## src/rtl/vram_write_arb.sv

```systemverilog
// Single write-port master for the video RAM: CPU writes pass straight through,
// and a fill engine streams a latched byte/colour pair over the bitmap when the CPU is quiet.
module vram_write_arb #(
   parameter logic [15:0] BASE_ADDR = 16'h9000,
   parameter logic [15:0] FILL_LEN  = 16'h3000
) (
   input  logic        clk_sys,
   input  logic        reset_n,
   input  logic [15:0] cpu_addr,
   input  logic [7:0]  cpu_din,
   input  logic [7:0]  cpu_color,
   input  logic        cpu_we,
   input  logic        fill_req,
   input  logic [7:0]  fill_data,
   input  logic [7:0]  fill_color,
   output logic        busy,
   output logic        fill_done,
   output logic [15:0] addr,
   output logic [7:0]  din,
   output logic [7:0]  color,
   output logic        we
);

   typedef enum logic {S_IDLE, S_FILL} state_t;

   state_t      r_state;
   logic [15:0] r_cnt;
   logic [7:0]  r_fill_data;
   logic [7:0]  r_fill_color;
   logic [15:0] r_addr;
   logic [7:0]  r_din;
   logic [7:0]  r_color;
   logic        r_we;
   logic        r_busy;
   logic        r_fill_done;

   logic [15:0] w_fill_addr;
   logic        w_last;
   logic        w_empty;

   assign w_fill_addr = BASE_ADDR + r_cnt;
   assign w_last      = (r_cnt == FILL_LEN - 16'd1);
   assign w_empty     = (FILL_LEN == 16'd0);

   always_ff @(posedge clk_sys or negedge reset_n) begin
      if (!reset_n) begin
         r_state      <= S_IDLE;
         r_cnt        <= 16'd0;
         r_fill_data  <= 8'd0;
         r_fill_color <= 8'd0;
         r_addr       <= 16'd0;
         r_din        <= 8'd0;
         r_color      <= 8'd0;
         r_we         <= 1'b0;
         r_busy       <= 1'b0;
         r_fill_done  <= 1'b0;
      end else begin
         r_we        <= 1'b0;
         r_fill_done <= 1'b0;
         // CPU always owns the bus in its cycle; the fill simply skips that slot
         if (cpu_we) begin
            r_we    <= 1'b1;
            r_addr  <= cpu_addr;
            r_din   <= cpu_din;
            r_color <= cpu_color;
         end
         unique case (r_state)
            S_IDLE: begin
               if (fill_req) begin
                  r_fill_data  <= fill_data;
                  r_fill_color <= fill_color;
                  r_cnt        <= 16'd0;
                  r_busy       <= 1'b1;
                  r_state      <= S_FILL;
               end
            end
            S_FILL: begin
               if (fill_req) begin
                  r_fill_data  <= fill_data;
                  r_fill_color <= fill_color;
                  r_cnt        <= 16'd0;
               end else if (w_empty) begin
                  r_state     <= S_IDLE;
                  r_busy      <= 1'b0;
                  r_fill_done <= 1'b1;
               end else if (!cpu_we) begin
                  r_we    <= 1'b1;
                  r_addr  <= w_fill_addr;
                  r_din   <= r_fill_data;
                  r_color <= r_fill_color;
                  if (w_last) begin
                     r_state     <= S_IDLE;
                     r_busy      <= 1'b0;
                     r_fill_done <= 1'b1;
                     r_cnt       <= 16'd0;
                  end else begin
                     r_cnt <= r_cnt + 16'd1;
                  end
               end
            end
            default: r_state <= S_IDLE;
         endcase
      end
   end

   assign busy      = r_busy;
   assign fill_done = r_fill_done;
   assign addr      = r_addr;
   assign din       = r_din;
   assign color     = r_color;
   assign we        = r_we;

endmodule
```

## config.mk

```make
export PLATFORM = sky130hd
export DESIGN_NAME = vram_write_arb
export DESIGN_NICKNAME = d
export VERILOG_FILES = /design/src/rtl/vram_write_arb.sv
export SDC_FILE = /design/constraint.sdc
export NUM_CORES = 1
export LEC_CHECK = 0
export ABC_AREA = 1
export BUFFER_PORTS_ARGS = -buffer_cell sky130_fd_sc_hd__buf_2
export CAP_MARGIN = 20
export CORE_MARGIN = 2
export CORE_UTILIZATION = 30
export DETAILED_ROUTE_END_ITERATION = 7
export SLEW_MARGIN = 20
export SYNTH_ARGS = -nofsm -noshare
export SYNTH_HDL_FRONTEND = slang
export SYNTH_SLANG_ARGS = --single-unit
```

## constraint.sdc

```tcl
create_clock -name clk_sys -period 1.8 [get_ports clk_sys]
set_input_delay 0.18 -clock clk_sys [delete_from_list [all_inputs] [get_ports clk_sys]]
set_output_delay 0.18 -clock clk_sys [all_outputs]
set_load 0.01 [all_outputs]
```

After elaboration in Yosys (flattened, before gate mapping)
Cells that the tools add are included.
- $add $sub $neg: 2
- eq/ne operators: 6
- mux-type cells: 37
- bitwise operators: 1
- reductions and logical operators: 2
- operators by type and width (operator ; count):
    $mux 16 ; 8
    $mux 8 ; 10
    $pmux 16 s2 ; 1
    $add 16x1->16 const B ; 1
    $add 16x16->16 const A ; 1
    $eq 16x14->1 const B ; 1
    $mux 1 ; 16
    $ne 2x2->1 const B ; 3
    $pmux 1 s2 ; 2
    $reduce_and 4->1 ; 1
    $ne 3x3->1 const B ; 1
    $ne 2x1->1 const B ; 1
    $reduce_and 2->1 ; 1
    $not 1->1 ; 1
- flip-flop bits (word level): 68
- bits of input ports: 52
- output and inout port bits: 35
- word-level logic and storage cells: 58

Longest topological paths before layout
- depth after elaboration: 5
- mapped depth: 9
- gate-level depth less buffers: 9

Worst setup path after synthesis
Ideal clock, no wire load.
- path type: register to register
- start: register r_cnt[12]
- end: register r_cnt[4]
- library setup time: 0.121 ns
- arrival: 1.309 ns
- data required time: 1.679 ns
- slack: 0.370 ns
- stages on the path, launching flop included: 9
- buffers on the path: 1
- clock period less this slack: 1.430 ns
- cells stage by stage: dfrtp_1 > inv_1 > ha_1 > nand2_1 > nor2_1 > nand4_2 > a21oi_2 > buf_6 > nor2_1
- cells in the longest elaborated chain, start to end: 5
- ends and longest elaborated chain (what ; line ; RTL):
    from (decl) ; 27 ; logic [15:0] r_cnt;
    from (signal assigned) ; 97 ; r_cnt <= r_cnt + 16'd1;
    $eq 16x14->1 ; 42 ; assign w_last = (r_cnt == FILL_LEN - 16'd1);
    $mux 16 ; 91 ; if (w_last) begin
    $mux 16 ; 86 ; end else if (!cpu_we) begin
    $mux 16 ; 78 ; if (fill_req) begin
    $pmux 16 s2 ; 67 ; unique case (r_state)
Every way passes these cells. The select of a mux whose other input is x is not followed.
A chain may end at the register's enable or synchronous reset.

Final worst setup path
- start: register r_cnt[12]
- end: register r_cnt[2]
Same word-level chain as after synthesis.

==> impl_metrics.tcl <==
set metrics [dict create \
    placementRows 37 \
    yosysTopAreaCell "dfrtp_1" \
    synthesis.area_um2 3149 \
    areaGrowthSynthToFinish_pct 24.95 \
    hold_viol_final 0 \
    drv_cap 0 \
    grt_pass1_vias 2747 \
    synth_seq_cells 68 \
    rsz0062_at_grt "no" \
    cellLeakagePower_uw 0.001915 \
    clock_path_buffers 2 \
    dieWidth_um 106.5 \
    synth_cell_types 28 \
    grt.total_usage 0.1501 \
    root_buffer "clkbuf_8" \
    cts.clk_slew.worst_paths_ns 0.07 \
    ir_drop_v 0.0002898 \
    regArea_um2 1702 \
    switching_share 0.2640 \
    seqPwrFrac 0.524 \
    setup_viol 0 \
    cp_data_required_time_ns 2.02 \
    finalCriticalPeriod_ns 1.649 \
    p_int_uw 2381 \
    place_area_um2 3751 \
    hpwl_um 5706 \
    drtIter0Drc 166 \
    min_period_over_period 0.9161 \
    crit_path_max_fanout 11 \
    num_io_pins 87 \
    critPathKind "reg2reg" \
    synth_area_leaders "dfrtp_1, nand2_1, nor2_1" \
    synth_top_area_frac 0.5403 \
    die_h_um 106.5 \
    report.final.slew_viol_count 0 \
    multi_input_area_um2 1242 \
    fmax_mhz 606.4 \
    comb_power_share 0.134 \
    holdCritPathClass "in2reg" \
    endpoint_kind "flip-flop" \
    wl_um 7912 \
    drc 0 \
    vias 2765 \
    worstMarginPinSlew_ns 0.3749 \
    seq_area_frac_synth 0.5403 \
    syn_avg_cell_area_um2 8.354 \
    cts_tree "done" \
    drive_gt1_frac 0.2574 \
    synth_nets 432 \
    worst_hold_slack_ns 0.04494 \
    dieArea_um2 11330 \
    utilization 0.3829 \
    clock-sinks 68 \
    postRouteAntennaNets 0 \
    ys_warn_count 0 \
    antenna_found_initial 0 \
    grt_max_degree 69 \
    p_switching_uw 854.0 \
    io_buffers 86 \
    overflow 0 \
    place.gp.congestion 0.8560 \
    diodes 0 \
    status "finished, final reports clean" \
    drt_pass1_iterations 4 \
    setup_tns_ns 0 \
    coreArea_um2 10280 \
    synthCells 377 \
    avgRoutedWirePerCell_um 12.97 \
    final_area_um2 3935 \
    crit_arrival_ns 1.87 \
    cts_buffers 9 \
    powerDensity_nw_per_um2 822.2 \
    grt_pass1_wl_um 13370 \
    fin_skew_ns 0.008285 \
    start_kind "flip-flop" \
    h-tree-depth 3 \
    fin_nets 525 \
    nFillCells 1134 \
    clock_latency_ns 0.33 \
    initial_utilization 0.3064 \
    routed_via_density 4.533 \
    pwr-share-clk 0.342 \
    slew_headroom 0.7501 \
]
==> synth_stat cells <==
cell	n
a211oi_1	1
a21oi_1	9
a21oi_2	1
buf_1	1
buf_2	5
buf_4	2
buf_6	2
clkbuf_1	4
dfrtp_1	68
ha_1	3
inv_1	30
inv_2	5
nand2_1	127
nand3_1	22
nand3_4	1
nand4_2	1
nor2_1	40
nor2_2	2
nor2_4	2
nor3_1	1
o211ai_1	13
o21ai_0	19
o21ai_1	1
o21ai_4	1
o21bai_1	2
o22ai_1	9
xnor2_1	1
xor2_1	4
==> state kept, by name, summed over array words and instances (netlist names), 8 cells and up <==
register,cells
addr,16
color,8
din,8
r_cnt,16
r_fill_color,8
r_fill_data,8
==> placed cells by master, fill, tap and decap left out, types with 2 or more instances in the layout <==
| master | n |
|---|---|
| a21oi_1 | 9 |
| clkbuf_8 | 11 |
| buf_4 | 8 |
| nand2_1 | 127 |
| nor2_1 | 39 |
| nor2_4 | 3 |
| nand3_1 | 22 |
| clkinv_2 | 2 |
| buf_2 | 86 |
| xor2_1 | 4 |
| inv_2 | 5 |
| o211ai_1 | 13 |
| o21bai_1 | 2 |
| o21ai_0 | 19 |
| dfrtp_1 | 68 |
| inv_1 | 30 |
| clkbuf_1 | 2 |
| o22ai_1 | 9 |
| ha_1 | 3 |
| nor2_2 | 2 |
==> path summary, 6_finish.rpt <==
path / startpoint / depth (start not counted) / endpoint / slack [ns]
worst max-delay path: r_cnt[12] / 8 / r_cnt[2] / 0.15
worst min-delay path: fill_data[6] / 3 / r_fill_data[6] / 0.04
worst max register to register: r_cnt[12] / 8 / r_cnt[2] / 0.15
worst min register to register: r_fill_color[3] / 2 / r_fill_color[3] / 0.47
max in group asynchronous: reset_n / 3 / color[7] / 1.10
min in group asynchronous: reset_n / 3 / r_cnt[12] / 0.41
==> timing repair <==
action                     4_1_cts  5_1_grt
resized for setup                0        1
hold buffers                     1        0
setup endpoints to repair        0        3
setup buffers                    0        0
hold endpoints to repair        68        0
==> layer usage <==
metal	up-vias	part of all wire	global-route usage
li1	1391	-	-
met1	1294	0.45	0.1913
met2	72	0.49	0.2518
met3	8	0.051	0.03740
met4	0	0.0099	0.04453
met5	-	0	0
==> power groups by stage <==
stage               clock [µW]  sequential (µW)  combinational [µW]
detailed placement           0             1720                 444
floorplan                    0             1750                 184
global placement             0             1720                 435
global route              1220             1710                 495
CTS                       1150             1690                 445
finish                    1110             1690                 435
==> cells by family after synthesis <==
| family | Yosys count | share of synthesized area |
|---|---|---|
| AO/OA/AOI/OAI | 56 | 0.1100 |
| XOR/XNOR | 5 | 0.01390 |
| adder cells (fa/ha/maj) | 3 | 0.01192 |
| buffers and inverters | 49 | 0.06754 |
| flip-flops | 68 | 0.5403 |
| AND/OR/NAND/NOR | 196 | 0.2563 |
==> metrics by stage <==
step | worst slack, ns | power [µW] | std cells
after floorplan | 0.3700 | 1937 | 377
after global placement | 0.1525 | 2157 | 594
after detailed placement | 0.1363 | 2167 | 594
after CTS | 0.1274 | 3293 | 610
after global routing | 0.02178 | 3424 | 610
final | 0.1509 | 3236 | 610
==> layout make-up <==
cell class	count	area share
clock buffer	13	0.04038
clock inverter	2	0.002544
inverter	35	0.03339
multi-input combinational	260	0.3157
sequential	68	0.4324
tap	136	0.04324
timing repair buffer	96	0.1323
==> critical path: stages, from the launching register on <==
cell     delay (ns)
dfrtp_1        0.44
inv_1          0.12
ha_1           0.15
nand2_1        0.06
nor2_1         0.15
nand4_2        0.20
a21oi_2        0.16
buf_4          0.19
nor2_1         0.06
No activity file was read; power rests on OpenSTA's default activity.
